<file path="src/rtl/asteroid_pkg.sv">
// Shared definitions for the asteroid field engine: frame FSM encoding,
// spawn velocity field layout and step sizes.
package asteroid_pkg;

  typedef enum logic [2:0] {
    ST_IDLE  = 3'd0,
    ST_UPD_X = 3'd1,
    ST_UPD_Y = 3'd2,
    ST_CHECK = 3'd3,
    ST_DONE  = 3'd4
  } state_e;

  // spawn_vel = {sub_x, spd_x, sub_y, spd_y}
  localparam int VEL_SUB_X = 3;
  localparam int VEL_SPD_X = 2;
  localparam int VEL_SUB_Y = 1;
  localparam int VEL_SPD_Y = 0;

  localparam int STEP_SMALL = 1;
  localparam int STEP_LARGE = 2;

endpackage

</file>
<file path="src/rtl/lives_counter.sv">
// Lives counter: synchronous load of the starting value, saturating
// decrement, and a zero flag used as the game-over indication.
module lives_counter #(
  parameter int LIVES_W    = 2,
  parameter int INIT_LIVES = 3
) (
  input  logic               clock_i,
  input  logic               clear_i,
  input  logic               dec_i,
  output logic [LIVES_W-1:0] count_o,
  output logic               zero_o
);

  logic [LIVES_W-1:0] count_q;
  logic [LIVES_W-1:0] count_d;

  // next count: decrement only while above zero
  always_comb begin
    count_d = count_q;
    if (dec_i && (count_q != {LIVES_W{1'b0}})) begin
      count_d = count_q - LIVES_W'(1);
    end else begin
      count_d = count_q;
    end
  end

  // count register with synchronous load
  always_ff @(posedge clock_i) begin
    if (clear_i) begin
      count_q <= LIVES_W'(INIT_LIVES);
    end else begin
      count_q <= count_d;
    end
  end

  assign count_o = count_q;
  assign zero_o  = (count_q == {LIVES_W{1'b0}});

endmodule

</file>
<file path="src/rtl/asteroid_field_engine.sv">
// Multi-channel asteroid field: per-channel position/velocity, a frame FSM
// that steps every channel in X then Y, ship collision check and lives.
module asteroid_field_engine
  import asteroid_pkg::*;
#(
  parameter int NUM_AST    = 4,
  parameter int COORD_W    = 4,
  parameter int LIVES_W    = 2,
  parameter int INIT_LIVES = 3,
  parameter int SHIP_X     = 7,
  parameter int SHIP_Y     = 7,
  localparam int IDX_W     = (NUM_AST > 1) ? $clog2(NUM_AST) : 1
) (
  input  logic                       clock,
  input  logic                       reset,
  input  logic                       start,
  input  logic                       spawn_en,
  input  logic [IDX_W-1:0]           spawn_idx,
  input  logic [COORD_W-1:0]         spawn_x,
  input  logic [COORD_W-1:0]         spawn_y,
  input  logic [3:0]                 spawn_vel,
  input  logic                       kill_en,
  input  logic [IDX_W-1:0]           kill_idx,
  output logic                       busy,
  output logic                       done,
  output logic                       colisao,
  output logic [IDX_W-1:0]           hit_idx,
  output logic [NUM_AST*COORD_W-1:0] ast_x,
  output logic [NUM_AST*COORD_W-1:0] ast_y,
  output logic [NUM_AST-1:0]         ast_active,
  output logic [LIVES_W-1:0]         db_num_vidas,
  output logic                       vidas
);

  localparam logic [IDX_W-1:0]   LAST_CH = IDX_W'(NUM_AST - 1);
  localparam logic [COORD_W-1:0] SHIP_XC = COORD_W'(SHIP_X);
  localparam logic [COORD_W-1:0] SHIP_YC = COORD_W'(SHIP_Y);

  state_e               state_q, state_d;
  logic [IDX_W-1:0]     ch_q, ch_d;
  logic [COORD_W-1:0]   x_q [NUM_AST];
  logic [COORD_W-1:0]   x_d [NUM_AST];
  logic [COORD_W-1:0]   y_q [NUM_AST];
  logic [COORD_W-1:0]   y_d [NUM_AST];
  logic [3:0]           vel_q [NUM_AST];
  logic [3:0]           vel_d [NUM_AST];
  logic [NUM_AST-1:0]   act_q, act_d;
  logic                 busy_q, busy_d;
  logic                 done_q, done_d;
  logic                 col_q, col_d;
  logic [IDX_W-1:0]     hit_q, hit_d;
  logic                 dec_s;
  logic                 zero_s;

  function automatic logic [COORD_W-1:0] step_coord(input logic [COORD_W-1:0] c,
                                                    input logic sub,
                                                    input logic spd);
    logic [COORD_W-1:0] d;
    d = spd ? COORD_W'(STEP_LARGE) : COORD_W'(STEP_SMALL);
    return sub ? (c - d) : (c + d);
  endfunction

  // frame FSM next state, channel updates and event outputs
  always_comb begin
    state_d = state_q;
    ch_d    = ch_q;
    x_d     = x_q;
    y_d     = y_q;
    vel_d   = vel_q;
    act_d   = act_q;
    done_d  = 1'b0;
    col_d   = 1'b0;
    hit_d   = hit_q;
    dec_s   = 1'b0;
    case (state_q)
      ST_IDLE: begin
        // kill first so that a spawn to the same channel overrides it
        if (kill_en && (int'(kill_idx) < NUM_AST)) begin
          act_d[kill_idx] = 1'b0;
        end else begin
          act_d = act_d;
        end
        if (spawn_en && (int'(spawn_idx) < NUM_AST)) begin
          x_d[spawn_idx]   = spawn_x;
          y_d[spawn_idx]   = spawn_y;
          vel_d[spawn_idx] = spawn_vel;
          act_d[spawn_idx] = 1'b1;
        end else begin
          act_d = act_d;
        end
        if (start) begin
          state_d = ST_UPD_X;
          ch_d    = {IDX_W{1'b0}};
        end else begin
          state_d = ST_IDLE;
        end
      end
      ST_UPD_X: begin
        if (act_q[ch_q]) begin
          x_d[ch_q] = step_coord(x_q[ch_q], vel_q[ch_q][VEL_SUB_X], vel_q[ch_q][VEL_SPD_X]);
        end else begin
          x_d[ch_q] = x_q[ch_q];
        end
        state_d = ST_UPD_Y;
      end
      ST_UPD_Y: begin
        if (act_q[ch_q]) begin
          y_d[ch_q] = step_coord(y_q[ch_q], vel_q[ch_q][VEL_SUB_Y], vel_q[ch_q][VEL_SPD_Y]);
        end else begin
          y_d[ch_q] = y_q[ch_q];
        end
        state_d = ST_CHECK;
      end
      ST_CHECK: begin
        if (act_q[ch_q] && (x_q[ch_q] == SHIP_XC) && (y_q[ch_q] == SHIP_YC)) begin
          act_d[ch_q] = 1'b0;
          col_d       = 1'b1;
          hit_d       = ch_q;
          dec_s       = 1'b1;
        end else begin
          col_d = 1'b0;
        end
        ch_d = ch_q + IDX_W'(1);
        if (ch_q == LAST_CH) begin
          state_d = ST_DONE;
          done_d  = 1'b1;
        end else begin
          state_d = ST_UPD_X;
        end
      end
      ST_DONE: begin
        state_d = ST_IDLE;
      end
      default: begin
        state_d = ST_IDLE;
      end
    endcase
    busy_d = (state_d != ST_IDLE);
  end

  // state, channel registers and registered outputs
  always_ff @(posedge clock) begin
    if (reset) begin
      state_q <= ST_IDLE;
      ch_q    <= {IDX_W{1'b0}};
      for (int i = 0; i < NUM_AST; i++) begin
        x_q[i]   <= {COORD_W{1'b0}};
        y_q[i]   <= {COORD_W{1'b0}};
        vel_q[i] <= 4'd0;
      end
      act_q  <= {NUM_AST{1'b0}};
      busy_q <= 1'b0;
      done_q <= 1'b0;
      col_q  <= 1'b0;
      hit_q  <= {IDX_W{1'b0}};
    end else begin
      state_q <= state_d;
      ch_q    <= ch_d;
      x_q     <= x_d;
      y_q     <= y_d;
      vel_q   <= vel_d;
      act_q   <= act_d;
      busy_q  <= busy_d;
      done_q  <= done_d;
      col_q   <= col_d;
      hit_q   <= hit_d;
    end
  end

  lives_counter #(
    .LIVES_W   (LIVES_W),
    .INIT_LIVES(INIT_LIVES)
  ) u_lives (
    .clock_i(clock),
    .clear_i(reset),
    .dec_i  (dec_s),
    .count_o(db_num_vidas),
    .zero_o (zero_s)
  );

  // flatten channel positions onto the output buses
  always_comb begin
    ast_x = {NUM_AST*COORD_W{1'b0}};
    ast_y = {NUM_AST*COORD_W{1'b0}};
    for (int i = 0; i < NUM_AST; i++) begin
      ast_x[i*COORD_W +: COORD_W] = x_q[i];
      ast_y[i*COORD_W +: COORD_W] = y_q[i];
    end
  end

  assign ast_active = act_q;
  assign busy       = busy_q;
  assign done       = done_q;
  assign colisao    = col_q;
  assign hit_idx    = hit_q;
  assign vidas      = zero_s;

endmodule

</file>
<file path="config.mk">
export PLATFORM = sky130hd
export DESIGN_NAME = asteroid_field_engine
export DESIGN_NICKNAME = d
export VERILOG_FILES = /design/src/rtl/asteroid_pkg.sv /design/src/rtl/lives_counter.sv /design/src/rtl/asteroid_field_engine.sv
export SDC_FILE = /design/constraint.sdc
export NUM_CORES = 1
export LEC_CHECK = 0
export ABC_AREA = 1
export ABC_CLOCK_PERIOD_IN_PS = 3200
export CAP_MARGIN = 40
export CORE_UTILIZATION = 40
export CTS_CLUSTER_DIAMETER = 120
export CTS_CLUSTER_SIZE = 10
export DETAILED_ROUTE_END_ITERATION = 6
export GPL_TIMING_DRIVEN = 0
export PLACE_DENSITY = 0.6
export SYNTH_ARGS = -nofsm -noshare
export SYNTH_HDL_FRONTEND = slang
export SYNTH_SLANG_ARGS = --single-unit
</file>
<file path="constraint.sdc">
create_clock -name clock -period 3.2 [get_ports clock]
set_clock_uncertainty 0.1 [all_clocks]
set_input_delay 0.8 -clock clock [delete_from_list [all_inputs] [get_ports clock]]
set_output_delay 0.8 -clock clock [all_outputs]
set_load 0.005 [all_outputs]
</file>
Word-level counts from Yosys, hierarchy flattened
Cells that the tools add are included.
Widths: inputs -> output; s select.
{"block": "word_totals", "output_inout_bits": 44, "register_bits": 64, "elab_cells": 126}
{"block": "op_classes", "n_reduce_logical": 22, "eq_ne": 9, "add_sub_neg": 6, "n_bitwise": 8, "magnitude_cmp": 10, "muxes": 51}
{"cell": "$bwmux 16", "n": 7}
{"cell": "$mux 16", "n": 4}
{"cell": "$pmux 16 s2", "n": 2}
{"cell": "$mux 4", "n": 14}
{"cell": "$bmux 4 s2", "n": 3}
{"cell": "$demux 4 s2", "n": 2}
{"cell": "$pmux 3 s4", "n": 1}
{"cell": "$reduce_and 2->1", "n": 6}
{"cell": "$lt 2x3->1 const B", "n": 3}
{"cell": "$add 4x2->4", "n": 2}
{"cell": "$and 4x4->4", "n": 2}
{"cell": "$eq 4x3->1 const B", "n": 2}
{"cell": "$logic_and 1x1->1", "n": 8}
{"cell": "$mux 1", "n": 8}
{"cell": "$not 4->4", "n": 2}
{"cell": "$pmux 4 s2", "n": 1}
{"cell": "$reduce_bool 2->1", "n": 4}
{"cell": "$sub 4x2->4", "n": 2}
{"cell": "$demux 1 s2", "n": 3}
{"cell": "$eq 3x2->1 const B", "n": 2}
{"cell": "$ge 2x1->1 const B", "n": 3}
{"cell": "$ge 3x3->1 const B", "n": 2}
{"cell": "$lt 3x1->1 const B", "n": 2}
{"cell": "$mux 2", "n": 3}
{"cell": "other kinds (15)", "n": 18}

Logic depth before layout (Yosys ltp)
{"block": "logic_depth", "word_depth": 11, "depth_mapped": 19, "mapped_depth_nobuf": 16}

Hierarchy
A second synthesis with hierarchy kept.
{"block": "hier_totals", "hier_cells": 589, "area_unflattened_um2": 3915.0}
{"mod": "asteroid_field_engine", "area_each_um2": 3812.4, "cells_per_inst": 574, "n_inst": 1}
{"mod": "lives_counter", "area_each_um2": 102.6, "cells_per_inst": 15, "n_inst": 1}

Worst setup path before layout
No wires, ideal clock.
{"block": "synth_path", "path_type": "register to register", "startpoint": "register ch_q[0]", "endpoint": "register y_q, in the netlist ast_y[14]", "setup_ns": 0.070, "arrival_time_ns": 2.122, "path_stages_with_launch": 13, "required_time_ns": 3.030, "setup_slack_ns": 0.908, "path_cell_list": "dfxtp_1 > buf_6 > inv_6 > buf_6 > buf_6 > nand2_1 > a32o_1 > ha_1 > fa_1 > xor2_1 > o21ai_2 > nand2_1 > a21oi_1"}
{"block": "synth_via", "elab_chain_len": 10}
{"item": "start: declaration", "line": "asteroid_field_engine.sv:40", "text": "logic [IDX_W-1:0] ch_q, ch_d;"}
{"item": "start signal: assignment", "line": "asteroid_field_engine.sv:145", "text": "ch_q <= {IDX_W{1'b0}};"}
{"item": "start signal: assignment", "line": "asteroid_field_engine.sv:158", "text": "ch_q <= ch_d;"}
{"item": "$not 2->3 (implied by the code)", "line": "asteroid_field_engine.sv:108, asteroid_field_engine.sv:110"}
{"item": "$bmux 4 s2", "line": "asteroid_field_engine.sv:108", "text": "y_d[ch_q] = step_coord(y_q[ch_q], vel_q[ch_q][VEL_SUB_Y], vel_q[ch_q][VEL_SPD_Y]);"}
{"item": "$mux 4 (implied by the code) (2 in series)", "line": "asteroid_field_engine.sv:108"}
{"item": "$mux 2", "line": "asteroid_field_engine.sv:59", "text": "d = spd ? COORD_W'(STEP_LARGE) : COORD_W'(STEP_SMALL);"}
{"item": "$add 4x2->4 or $sub 4x2->4 (tied branches)", "line": "asteroid_field_engine.sv:60", "text": "return sub ? (c - d) : (c + d);"}
{"item": "$mux 4", "line": "asteroid_field_engine.sv:60"}
{"item": "$bwmux 16", "line": "asteroid_field_engine.sv:108"}
{"item": "$mux 16 *", "line": "asteroid_field_engine.sv:107", "text": "if (act_q[ch_q]) begin"}
{"item": "$pmux 16 s2 *", "line": "asteroid_field_engine.sv:75", "text": "case (state_q)"}
{"item": "end signal: indexed assignment", "line": "asteroid_field_engine.sv:148", "text": "y_q[i] <= {COORD_W{1'b0}};"}
{"item": "end signal: assignment", "line": "asteroid_field_engine.sv:160", "text": "y_q <= y_d;"}
{"item": "end: declaration", "line": "asteroid_field_engine.sv:43", "text": "logic [COORD_W-1:0] y_q [NUM_AST];"}
Every way passes the cells marked *; elsewhere a longest branch is shown, timed or not. The select of a mux whose other input is x is not followed.
A chain may end at the register's enable or synchronous reset.

Worst setup path in the final report
{"block": "layout_path", "startpoint": "register ch_q[1]", "endpoint": "register x_q, in the netlist ast_x[2]"}
{"block": "layout_via", "elab_chain_len": 10}
{"item": "$not 2->3 (implied by the code)", "line": "asteroid_field_engine.sv:100, asteroid_field_engine.sv:102"}
{"item": "$bmux 4 s2", "line": "asteroid_field_engine.sv:100", "text": "x_d[ch_q] = step_coord(x_q[ch_q], vel_q[ch_q][VEL_SUB_X], vel_q[ch_q][VEL_SPD_X]);"}
{"item": "$mux 4 (2 in series)"}
{"item": "$mux 2", "line": "asteroid_field_engine.sv:59"}
{"item": "$add 4x2->4 or $sub 4x2->4 (tied branches)", "line": "asteroid_field_engine.sv:60"}
{"item": "$mux 4", "line": "asteroid_field_engine.sv:60"}
{"item": "$bwmux 16", "line": "asteroid_field_engine.sv:100"}
{"item": "$mux 16 *", "line": "asteroid_field_engine.sv:99", "text": "if (act_q[ch_q]) begin"}
{"item": "$pmux 16 s2 *", "line": "asteroid_field_engine.sv:75"}
{"item": "end signal: indexed assignment", "line": "asteroid_field_engine.sv:147", "text": "x_q[i] <= {COORD_W{1'b0}};"}
{"item": "end: declaration", "line": "asteroid_field_engine.sv:41", "text": "logic [COORD_W-1:0] x_q [NUM_AST];"}
Marks and branches as above.

==> impl_metrics.ini <==
[run_status]
outcome = finished, final reports clean

[min_path]
hold_path_depth = 2
worstHoldEndpoint = vel_q[7]
min_from = vel_q[7]
hold_path_class = register to register

[clock_tree]
h-tree-depth = 3
cts_resized = 0
cts_root_buffer = clkbuf_8
ctsHoldBuffers = 0
cts_tree = done
cts_sinks = 64
cts_setup_buffers = 0
clkTransAtPathRegs_ns = 0.08
insertion_delay_ns = 0.37
cts_max_path_buffers = 2
cts_made_buffers = 9

[timing]
rsz0062_at_grt = no
fin_ws_ns = 0.339
fmax_mhz = 349
fin_setup_tns_ns = 0
hold_violations = 0
period_share_pct = 89.4
timing.slew.headroom_pct = 55.3
report.final.slew_viol_count = 0
layout_min_cycle_time_ns = 2.86
finalSetupViolCount = 0
tightest_slew_ns = 0.668

[placed_design]
dp_hpwl_mm = 9.76
dp.cells = 786
place_congestion = 0.932
io_buffers = 64
place_ws_ns = 0.0618

[logic_synthesis]
synth_cells = 593
avgSynthCellArea_um2 = 6.57
syn-cell-area_um2 = 3890
synth.distinct_cells = 35
synth_fp_nets = 627
seq_area_frac_synth_pct = 32.9
ys_warn_count = 0
ys_ff_latch = 64

[pwr]
powerDensity_nw_per_um2 = 442
ir_drop_v = 0.000265
p_leak_nw = 2.08

[layout]
finish.net_count = 702
final_cell_mix = nand2_1, nor2_1, dfxtp_1, clkdlybuf4s50_1, inv_1
nFillCells = 942
areaGrowthSynthToFinish_pct = 25.3
seqCellArea_um2 = 1280
multi_input_area_um2 = 2200
n_antenna_cell = 0
layout-drive-gt1-share_pct = 10.3
final_common_cell = nand2_1
finalNonFillerCells = 802

[routing]
wl_mm = 13.1
vias = 4254
wl_per_cell_um = 16.4
drt-pass1-iter-count = 5
drc = 0
drt-initial-drc-count = 249
viasPerCell = 5.30
postRouteAntennaNets = 0

[die]
dieHeight_um = 101
start_util_pct = 41.7
chipWidth_um = 101
rows = 35
coreArea_um2 = 9330
dieArea_um2 = 10100
ios = 65

[critical_path]
crit_type = register to register
rrSetupSlack_ns = 0.34
worstPathRequired_ns = 3.38
r2r_start = ch_q[1]
reg2reg_to = ast_x[2]
crit_arrival_ns = 3.04
reg2reg_depth = 11
start_kind = register
endpoint_kind = register
cp_max_fo = 11

[flow_run]
max_cap_violations = 0

[global_routing]
grt_max_degree = 13
grt_pass1_vias = 3980
antenna_found_initial = 0
overflow = 0
grt_pass1_wl_mm = 21.1
gr-usage-all-layers_pct = 27.6
## worst max path at each step
stage                      start        end
floorplan                ch_q[0]  ast_y[14]
global placement    spawn_idx[1]   ast_x[0]
CTS                      ch_q[1]   ast_x[2]
finish                   ch_q[1]   ast_x[2]
detailed placement  spawn_idx[1]   ast_x[0]
global route             ch_q[1]   ast_x[2]
## metal layers
metal / wire length (um) / vias to the layer above / track usage, % / part of all wire, %
li1: - / 2083 / - / -
met3: 893 / 17 / 5.20 / 6.8
met2: 6100 / 157 / 45.0 / 46
met5: 0 / - / 0 / 0
met1: 5980 / 1997 / 37.5 / 45
met4: 165 / 0 / 7.02 / 1.3
## critical path, cell delays in order (launching register included)
cell and delay [ns]:
dfxtp_1 0.37, buf_2 0.25, inv_2 0.16, buf_6 0.19, a32o_1 0.31, ha_1 0.23
fa_1 0.38, xnor2_1 0.14, nand2_1 0.06, o21ai_0 0.22, nand2_1 0.15, a31oi_1 0.20
## sequential cells by signal, indices dropped and copies added, names as in the netlist
name	cells
state_q	3
u_lives.count_o	2
ch_q	2
vel_q	16
done	1
busy	1
hit_idx	2
colisao	1
ast_y	16
ast_x	16
ast_active	4
## where the power goes
group	switching, W	total [W]	internal, W	leakage [nW]
logic	0.000357	0.000588	0.000230	1.46
registers	0.0000417	0.000893	0.000851	0.522
clock network	0.000370	0.000675	0.000305	0.0926
## kinds of logic (layout without fill, tap and decap cells)
group | after synthesis | count (layout) | synth area share, %
XOR/XNOR | 2 | 2 | 0.450
buffers and inverters | 92 | 172 | 10.6
AND/OR/NAND/NOR | 284 | 284 | 31.6
flip-flops | 64 | 64 | 32.9
AO/OA/AOI/OAI | 138 | 138 | 19.9
adder cells (fa/ha/maj) | 13 | 13 | 4.56
## cells in the mapped netlist (all sizes together)
library cell | number | area (um^2)
nand3 | 39 | 223
nor2 | 82 | 343
a21oi | 44 | 224
inv | 71 | 272
clkinv | 1 | 3.75
clkbuf | 9 | 33.8
a32o | 2 | 20.0
xor2 | 1 | 8.76
xnor2 | 1 | 8.76
nand2 | 158 | 636
ha | 11 | 138
dfxtp | 64 | 1280
o31ai | 1 | 7.51
fa | 2 | 40.0
a211oi | 1 | 7.51
nor3 | 5 | 30.0
a31oi | 28 | 175
o21ai | 58 | 309
buf | 11 | 104
o211ai | 3 | 22.5
o21bai | 1 | 7.51
## final cells by class
type | instances | share of cell area [%]
sequential | 64 | 26.3
multi-input combinational | 437 | 45.1
tap | 129 | 3.31
buffer | 20 | 2.82
inverter | 72 | 5.64
clock buffer | 10 | 2.82
timing repair buffer | 64 | 13.1
clock inverter | 6 | 0.898
## metrics by stage
stage	area [um^2]	hold slack [ns]	power, W	utilization (%)
6_report	4880	0.358	0.00216	52.3
3_5_place_dp	4700	0.347	0.00149	50.3
4_1_cts	4880	0.358	0.00216	52.3
5_1_grt	4880	0.396	0.00227	52.3
3_3_place_gp	4700	0.345	0.00148	50.3
2_1_floorplan	3890	0.329	0.00126	-
(Power assumes the default switching activity.)
